[config.mk]
export PLATFORM = sky130hd
export DESIGN_NAME = stopwatch_core
export DESIGN_NICKNAME = d
export VERILOG_FILES = /design/src/rtl/stopwatch_pkg.sv /design/src/rtl/seg7_decode.sv /design/src/rtl/stopwatch_core.sv
export SDC_FILE = /design/constraint.sdc
export NUM_CORES = 1
export LEC_CHECK = 0
export BUFFER_PORTS_ARGS = -buffer_cell sky130_fd_sc_hd__buf_2
export CAP_MARGIN = 40
export CELL_PAD_IN_SITES_DETAIL_PLACEMENT = 0
export CELL_PAD_IN_SITES_GLOBAL_PLACEMENT = 2
export CORE_MARGIN = 1
export CORE_UTILIZATION = 31
export CTS_CLUSTER_SIZE = 14
export DETAILED_ROUTE_END_ITERATION = 6
export HOLD_SLACK_MARGIN = 0.1
export PLACE_DENSITY = 0.71
export SLEW_MARGIN = 0
export SYNTH_ARGS = -nofsm -noshare
export SYNTH_HDL_FRONTEND = slang
export SYNTH_HIERARCHICAL = 1
export SYNTH_SLANG_ARGS = --single-unit
[constraint.sdc]
create_clock -name clk_100mhz -period 2.4 [get_ports clk_100mhz]
set_clock_uncertainty 0.15 [all_clocks]
set_input_delay 0 -clock clk_100mhz [delete_from_list [all_inputs] [get_ports clk_100mhz]]
set_output_delay 0 -clock clk_100mhz [all_outputs]
set_load 0.1 [all_outputs]
[src/rtl/stopwatch_pkg.sv]
// Shared types and constants for the minutes:seconds stopwatch.
// Segment patterns are g..a, active-low.
package stopwatch_pkg;

    localparam logic [3:0] MAX_TENS = 4'd5;
    localparam logic [3:0] MAX_ONES = 4'd9;

    localparam logic [6:0] SEG_0     = 7'b1000000;
    localparam logic [6:0] SEG_1     = 7'b1111001;
    localparam logic [6:0] SEG_2     = 7'b0100100;
    localparam logic [6:0] SEG_3     = 7'b0110000;
    localparam logic [6:0] SEG_4     = 7'b0011001;
    localparam logic [6:0] SEG_5     = 7'b0010010;
    localparam logic [6:0] SEG_6     = 7'b0000010;
    localparam logic [6:0] SEG_7     = 7'b1111000;
    localparam logic [6:0] SEG_8     = 7'b0000000;
    localparam logic [6:0] SEG_9     = 7'b0010000;
    localparam logic [6:0] SEG_BLANK = 7'b1111111;

    typedef enum logic {
        RUN    = 1'b0,
        PAUSED = 1'b1
    } run_state_t;

    // One two-digit BCD field (minutes or seconds), range 00..59.
    typedef struct packed {
        logic [3:0] tens;
        logic [3:0] ones;
    } bcd_pair_t;

    // Complete architectural state of the core, kept in one register so it
    // can be observed as a single unit.
    typedef struct packed {
        run_state_t state;
        logic       blink;
        logic [1:0] idx;
        bcd_pair_t  mins;
        bcd_pair_t  secs;
    } status_t;

    function automatic logic field_is_last(input bcd_pair_t p);
        return (p.tens == MAX_TENS) && (p.ones == MAX_ONES);
    endfunction

    // Increment a 00..59 field; 59 wraps to 00. Carry is the caller's job.
    function automatic bcd_pair_t bcd_pair_inc(input bcd_pair_t p);
        bcd_pair_t r;
        r = p;
        if (p.ones == MAX_ONES) begin
            r.ones = 4'd0;
            r.tens = (p.tens == MAX_TENS) ? 4'd0 : p.tens + 4'd1;
        end else begin
            r.ones = p.ones + 4'd1;
        end
        return r;
    endfunction

endpackage

[src/rtl/seg7_decode.sv]
// Combinational BCD to active-low seven-segment decoder (g..a).
// Codes above 9 show a blank digit.
module seg7_decode
    import stopwatch_pkg::*;
(
    input  logic [3:0] bcd,
    output logic [6:0] seg
);

    always_comb begin
        seg = SEG_BLANK;
        case (bcd)
            4'd0: seg = SEG_0;
            4'd1: seg = SEG_1;
            4'd2: seg = SEG_2;
            4'd3: seg = SEG_3;
            4'd4: seg = SEG_4;
            4'd5: seg = SEG_5;
            4'd6: seg = SEG_6;
            4'd7: seg = SEG_7;
            4'd8: seg = SEG_8;
            4'd9: seg = SEG_9;
            default: seg = SEG_BLANK;
        endcase
    end

endmodule

[src/rtl/stopwatch_core.sv]
// Minutes:seconds stopwatch with run/pause, field adjust and blinking,
// driving a multiplexed active-low 4-digit seven-segment display.
module stopwatch_core
    import stopwatch_pkg::*;
#(
    parameter int SCAN_DIGITS = 4
) (
    input  logic                   clk_100mhz,
    input  logic                   rst,
    input  logic                   tick_1hz,
    input  logic                   tick_2hz,
    input  logic                   tick_4hz,
    input  logic                   tick_500hz,
    input  logic                   pause_btn,
    input  logic                   adj,
    input  logic                   sel,
    output logic [6:0]             seg,
    output logic [SCAN_DIGITS-1:0] an,
    output logic                   dp
);

    status_t    status;
    logic       pause_prev;
    logic       pause_rise;
    logic [3:0] digit;
    logic [6:0] digit_seg;
    logic       field_blank;

    assign pause_rise = pause_btn & ~pause_prev;

    // Run/pause FSM, time counters, blink phase and scan index.
    // A pause edge and a count tick in the same cycle: the tick sees the
    // pre-toggle state because both read the current register value.
    always_ff @(posedge clk_100mhz) begin
        if (rst) begin
            status.state <= RUN;
            status.blink <= 1'b1;
            status.idx   <= 2'd0;
            status.mins  <= '0;
            status.secs  <= '0;
            pause_prev   <= 1'b1;
        end else begin
            pause_prev <= pause_btn;

            if (pause_rise) begin
                case (status.state)
                    RUN:     status.state <= PAUSED;
                    PAUSED:  status.state <= RUN;
                    default: status.state <= RUN;
                endcase
            end

            if (tick_4hz) begin
                status.blink <= ~status.blink;
            end

            if (tick_500hz) begin
                status.idx <= status.idx + 2'd1;
            end

            if (adj) begin
                // Adjust mode: only the selected field moves, no carry.
                if (tick_2hz) begin
                    if (sel) begin
                        status.secs <= bcd_pair_inc(status.secs);
                    end else begin
                        status.mins <= bcd_pair_inc(status.mins);
                    end
                end
            end else if ((status.state == RUN) && tick_1hz) begin
                status.secs <= bcd_pair_inc(status.secs);
                if (field_is_last(status.secs)) begin
                    status.mins <= bcd_pair_inc(status.mins);
                end
            end
        end
    end

    always_comb begin
        digit = 4'd0;
        case (status.idx)
            2'd0: digit = status.secs.ones;
            2'd1: digit = status.secs.tens;
            2'd2: digit = status.mins.ones;
            2'd3: digit = status.mins.tens;
            default: digit = 4'd0;
        endcase
    end

    // idx[1] set means a minutes digit is being scanned.
    assign field_blank = adj & ~status.blink & (sel ? ~status.idx[1] : status.idx[1]);

    seg7_decode u_decode (
        .bcd (digit),
        .seg (digit_seg)
    );

    // All display outputs come straight from flops.
    always_ff @(posedge clk_100mhz) begin
        if (rst) begin
            seg <= SEG_0;
            an  <= {{(SCAN_DIGITS-1){1'b1}}, 1'b0};
            dp  <= 1'b1;
        end else begin
            seg <= field_blank ? SEG_BLANK : digit_seg;
            an  <= ~(SCAN_DIGITS'(1) << status.idx);
            dp  <= 1'b1;
        end
    end

endmodule

==> results of run 1 <==
==> area by class of cell <==
cell class / instances / area share, %
Multi-Input combinational cell: 137 / 48.5
Sequential cell: 32 / 31.4
Timing Repair Buffer: 27 / 8.25
Tap cell: 70 / 4.25
Clock buffer: 6 / 4.00
Inverter: 17 / 3.09
Clock inverter: 2 / 0.485
==> where the power goes <==
part | switching, mW | internal, mW | total (mW)
combinational | 0.171 | 0.0741 | 0.245
sequential | 0.0173 | 0.554 | 0.572
clock | 0.202 | 0.229 | 0.431
total | 0.390 | 0.857 | 1.25
==> repair_timing <==
action,in CTS,in global routing
hold buffers,6,0
hold endpoints to repair,19,0
endpoints found under the setup margin,0,7
resized for setup,0,16
==> metal layers <==
metal / vias to the layer above / track usage, %
met5: - / 0
met4: 0 / 5.96
met3: 5 / 3.23
met2: 29 / 22.7
met1: 671 / 17.1
li1: 729 / -
==> state kept, by name, indices dropped and copies added (netlist names) <==
register    cells
seg             7
an              4
status         20
pause_prev      1
==> cell usage after synthesis (all sizes together) (2+ instances only) <==
master  number  share of area [%]
mux2i        7                4.1
o21ai       12                3.5
nor3         2               0.58
or2          2               0.73
a31oi        2               0.73
clkbuf       4               0.87
xnor2        4                2.0
nand2b       9                3.3
a222oi       4                2.3
o31ai        4                1.7
nand2        6                1.3
inv         17                3.7
a21oi       19                5.7
nor2b        7                2.5
ha          10                7.3
buf          6                2.5
nor3b        4                3.0
o211ai       3                1.3
dfxtp       32                 37
nor2        19                4.1
or4          5                2.2
xor2         2                1.0
==> final timing paths <==
kind                                 from  slack [ns]                      end
setup / recovery  status[16]$_SDFFE_PP0P_        0.17        seg[3]$_SDFF_PP0_
hold / removal                   tick_1hz        0.12   status[0]$_SDFFE_PP0P_
setup reg to reg  status[16]$_SDFFE_PP0P_        0.17        seg[3]$_SDFF_PP0_
hold reg to reg   status[18]$_SDFFE_PP1P_        0.36  status[18]$_SDFFE_PP1P_
==> critical path, cell delays in order (launching register included) <==
cell and delay, ns:
dfxtp_4 0.37, inv_1 0.15, ha_2 0.29, mux2i_1 0.26, inv_1 0.13, ha_2 0.19, or2_1 0.24, a21oi_2 0.14
a31oi_1 0.05, inv_1 0.07, a21oi_1 0.05
==> per-stage QoR <==
| stage | setup slack [ns] | area, sq um | power (mW) | hold slack, ns | utilization, % |
|---|---|---|---|---|---|
| 3_5_place_dp | 0.0606 | 1860 | 0.808 | 0.0544 | 35.5 |
| 4_1_cts | 0.0458 | 2010 | 1.25 | 0.107 | 38.4 |
| 6_report | 0.168 | 2060 | 1.25 | 0.115 | 39.4 |
| 2_1_floorplan | 0.136 | 1720 | 0.766 | -0.0462 | - |
| 5_1_grt | 0.0126 | 2060 | 1.32 | 0.136 | 39.4 |
| 3_3_place_gp | 0.113 | 1860 | 0.807 | 0.0480 | 35.5 |
==> logic make-up after synthesis <==
logic type,Yosys count
compound gates,50
xor+xnor,6
fa+ha+maj,10
buf+inv,27
flops,32
mux,8
other cells,1
simple gates,62
==> results.md, run 1 <==
- Post-Syn Area: 1720 sq um
- Fmax achieved: 448 MHz
- Synth warn: 6
- CTS root buf: clkbuf_8
- Die Y: 76.5 um
- Maximum clock path buffer count: 2
- Data arrival, critical path: 2.23 ns
- WP data required: 2.40 ns
- Post-synth EDFFs: 0
- HPWL after DPL: 2550 um
- Mapped Cells: 196
- Main synth FF type: dfxtp_1
- Compound-Gate Fraction of Synth Area: 18.9%
- Leak: 0.767 nW
- Layout cells sized above 1: 21.7%
- Initial antenna violation count: 0
- CTS tree: yes
- Post-Synthesis Net Count: 215
- Initial Util: 32.8%
- GR Util All Layers: 13.8%
- Filler instances: 549
- Worst vdd ir: 0.286 mV
- Synthesis-to-layout area growth: 19.9%
- Slew Viols, Final: 0
- Worst-Margin Slew: 0.634 ns
- Adder-cell area share of the yosys netlist: 7.28%
- Avg Inst Size Synth: 8.77 sq um
- Placed insts: 277
- Worst-Skew Late Latency: 0.28 ns
- RePlAce Congestion: 0.734
- Sink Count: 32
- Most frequent cells in the layout: dfxtp_1, nor2_1, buf_2
- Total of max-cap violations: 0
- DR top layer: met4
- Max H-tree Level: 2
- Most common cell after layout, fill and taps aside: dfxtp_1
- Crit Path Class: reg2reg
- Die area: 5850 sq um
- TNS Setup: 0 ns
- Core area: 5240 sq um
- Vias in the first global route: 1360
- Total clock buffers created by CTS: 5
- Post-Route WL: 3650 um
- Fin nets: 239
- # setup viols final: 0
- Fraction of registers with async set/reset: 0%
- Crit path launch type: flop
- Clock transition at the registers of the reported paths: 0.07 ns
- Main combinational cell family by area after synthesis: simple AND/OR/NAND/NOR gates
- Post-synthesis mux area share: 4.73%
- Hold path depth: 4
- Area of the multi-input gates: 1000 sq um
- Status: finished, final reports clean
- Wire per inst: 12.6 um
- Worst-path maximum fanout: 4
- Pwr Density: 605 nW/um^2
- Seq/Total Area, Yosys: 37.3%
- Reg2reg path depth: 10
- Post-CTS setup buffers: 0
- Fin crit period: 2.23 ns
- Via density: 4.93
- Die X: 76.5 um
- Setup crit end kind: flop
- Post-synthesis xor/xnor area fraction: 3.06%
- Pre-antenna DRT Iters: 4
- Final hold violations: 0
- Headroom to the max-slew limit: 57.8%
- Metal3 WL: 124 um
- Met1 Routed Length: 1790 um
- Worst hold path class: in2reg
- Ant diodes: 0
- 1st-iter DRT viols: 75
- Distinct cell type count after synthesis: 46
- Period Utilization, post-route: 93.0%
- Total overflow reported by the global router: 0
- Port Buffers: 19
- Final ANT Viol Nets: 0
- Total vias in the final route: 1434
- Post-Synth Simple-Gate Area: 21.4%
- FF+latch area: 648 sq um
- IO Pins: 21
- Met2 WL post-DR: 1690 um
- DRC: 0
- #FFs+latches synth: 32
- Row count: 26
- First-pass GRT wire length: 6330 um
- Largest net degree at the start of global routing: 35
- RSZ-0062 raised after global routing: no
- Post-route insts no fill: 291
(Power assumes the default switching activity.)
==> run 2: changes to the inputs <==
==> constraint.sdc (replaced) <==
create_clock -name clk_100mhz -period 2.01 [get_ports clk_100mhz]
set_clock_uncertainty 0.15 [all_clocks]
set_input_delay 0 -clock clk_100mhz [delete_from_list [all_inputs] [get_ports clk_100mhz]]
set_output_delay 0 -clock clk_100mhz [all_outputs]
set_load 0.1 [all_outputs]
==> results.md, run 2 (synthesis results as in run 1) <==
- Status: finished with violations
- Failing checks: negative setup slack
- Max H-tree Level: 2 (unchanged)
- CTS root buf: clkbuf_8
- Fin nets: 267 (+12%)
- Regs by FF count: status x20, seg x7, an x4
- Die Y: 76.5 um (unchanged)
- Final Total Pwr: 1.53 mW (+23%)
- Worst-path maximum fanout: 5 (+1)
- Headroom to the max-slew limit: 66.4% (+8.7 points)
- Fin crit period: 2.24 ns (+0.00711 ns)
- Die X: 76.5 um (unchanged)
- Worst setup margin: -0.229 ns (-0.397 ns)
- Pint: 1.07 mW (+25%)
- Comb pwr share: 22.6% (+2.9 points)
- Hold path depth: 4 (unchanged)
- Total overflow reported by the global router: 0 (unchanged)
- Worst r2r src: status[17]$_SDFFE_PP0P_
- Total of max-cap violations: 0 (unchanged)
- Crit Path Class: reg2reg
- Most common cell after layout, fill and taps aside: buf_4
- Clock group share of total power: 32.6% (-1.9 points)
- Synthesis-to-layout area growth: 34.5%
- GR Util All Layers: 15.1% (+1.3 points)
- WP data required: 2.02 ns (-0.38 ns)
- Period Utilization, post-route: 111% (+18 points)
- Worst hold start: tick_2hz
- Maximum clock path buffer count: 2 (unchanged)
- Most frequent cells in the layout: buf_4, dfxtp_1, nor2_1, buf_2, a21oi_1
- Final hold violations: 0 (unchanged)
- Port Buffers: 19 (unchanged)
- Pwr Density: 661 nW/um^2 (+9.3%)
- Layout cells sized above 1: 32.1% (+10 points)
- CTS tree: yes
- Worst hold path class: in2reg
- Switching part of the total: 30.2% (-1.1 points)
- Total vias in the final route: 1546 (+7.8%)
- Initial Util: 32.8% (unchanged)
- HPWL after DPL: 2930 um (+15%)
- Setup crit end kind: flop
- Reg2reg path depth: 10 (unchanged)
- Via density: 4.85 (-1.7%)
- Slew Viols, Final: 0 (unchanged)
- Worst vdd ir: 0.352 mV (+23%)
- IO Pins: 21 (unchanged)
- Final ANT Viol Nets: 0 (unchanged)
- Die area: 5850 sq um (unchanged)
- Leak: 0.911 nW (+19%)
- Crit path launch type: flop
- Post-Place Worst Slack: -0.220 ns (-0.281 ns)
- Clock transition at the registers of the reported paths: 0.06 ns (about the same)
- RSZ-0062 raised after global routing: yes
- Pre-antenna DRT Iters: 4 (unchanged)
- Hold Path Sink: status[0]$_SDFFE_PP0P_
- Post-layout util: 44.1% (+4.8 points)
- Row count: 26 (unchanged)
- Total clock buffers created by CTS: 5 (unchanged)
- Data arrival, critical path: 2.25 ns (+0.02 ns)
- Vias in the first global route: 1525 (+12%)
- FF-to-FF End: seg[3]$_SDFF_PP0_
- Post-Route WL: 4130 um (+13%)
- Core area: 5240 sq um (unchanged)
- R2r setup slk: -0.23 ns (-0.40 ns)
- Largest net degree at the start of global routing: 28 (-20%)
- 1st-iter DRT viols: 58 (-23%)
- First-pass GRT wire length: 6980 um (+10%)
- Wire per inst: 12.9 um (+3.1%)
- Initial antenna violation count: 0 (unchanged)
- Max FFs per register: 20 (unchanged)
- Biggest register: status
- Crit path from: status[17]$_SDFFE_PP0P_
- DRC: 0 (unchanged)
- Worst-Skew Late Latency: 0.27 ns (about the same)
- Ant diodes: 0 (unchanged)
- RePlAce Congestion: 0.807 (+9.9%)
- Worst-Margin Slew: 0.504 ns (-0.130 ns)
- Fmax achieved: 447 MHz (-0.32%)
- Reg power frac: 44.7% (-1.1 points)
- # setup viols final: 7 (+7)
- Switching pwr: 0.461 mW (+18%)
- Sink Count: 32 (unchanged)
[run 2: cell types whose count changed in the layout (fill, tap and decap cells not counted), sizes merged]
| cell | delta |
|---|---|
| buf | +27 |
| clkbuf | +3 |
| clkinv | -2 |
[run 2: area by class of cell]
cell class / count / area (sq um)
Clock buffer: 8 / 90.1
Fill cell: 520 / 2930
Inverter: 17 / 68.8
Multi-Input combinational cell: 137 / 1030
Sequential cell: 32 / 651
Tap cell: 70 / 87.6
Timing Repair Buffer: 55 / 387
[run 2: worst max-delay path, cell delays in order, from the launching register on]
cell and delay (ns):
dfxtp_4 0.39, inv_4 0.05, ha_4 0.16, a222oi_1 0.44, mux2i_2 0.18, ha_2 0.21
or2_1 0.23, a21oi_2 0.15, a31oi_1 0.05, inv_1 0.07, a21oi_2 0.04
[run 2: worst max path at each step]
stage / to / slack [ns] / cells after the start
detailed placement: seg[6]$_SDFF_PP1_ / -0.22 / 10
global placement: seg[6]$_SDFF_PP1_ / -0.14 / 10
floorplan: seg[3]$_SDFF_PP0_ / -0.01 / 10
finish: seg[3]$_SDFF_PP0_ / -0.23 / 10
global route: seg[3]$_SDFF_PP0_ / -0.41 / 10
CTS: seg[6]$_SDFF_PP1_ / -0.15 / 9
[run 2: timing repair]
item | CTS | global route
pin swaps | 5 | 5
gates resized for setup | 8 | 11
hold endpoints to repair | 11 | 0
hold buffers | 6 | 0
setup buffers | 3 | 4
endpoints found under the setup margin | 7 | 13
[run 2: stage by stage]
| step | std cells | area, sq um | TNS, ns | hold slack, ns |
|---|---|---|---|---|
| after floorplan | 196 | 1760 | -0.0218 | -0.0462 |
| after detailed placement | 298 | 2050 | -1.19 | 0.0564 |
| after global placement | 298 | 2050 | -0.797 | 0.0489 |
| after global routing | 319 | 2310 | -2.46 | 0.184 |
| final | 319 | 2310 | -1.28 | 0.160 |
| after CTS | 315 | 2240 | -0.964 | 0.142 |
[run 2: power groups by stage]
stage | clock, mW | sequential (mW) | combinational (mW)
after global placement | 0 | 0.694 | 0.311
after CTS | 0.515 | 0.682 | 0.338
after floorplan | 0 | 0.796 | 0.133
final | 0.499 | 0.684 | 0.346
after global routing | 0.551 | 0.688 | 0.373
after detailed placement | 0 | 0.696 | 0.315
[run 2: routing by layer]
layer  wire (um)  GRT usage (%)  vias up
met4          46           4.62        0
met2        2160           27.2       26
met1        1800           17.6      731
met5           0              0        -
li1            -              -      784
met3         130           3.59        5
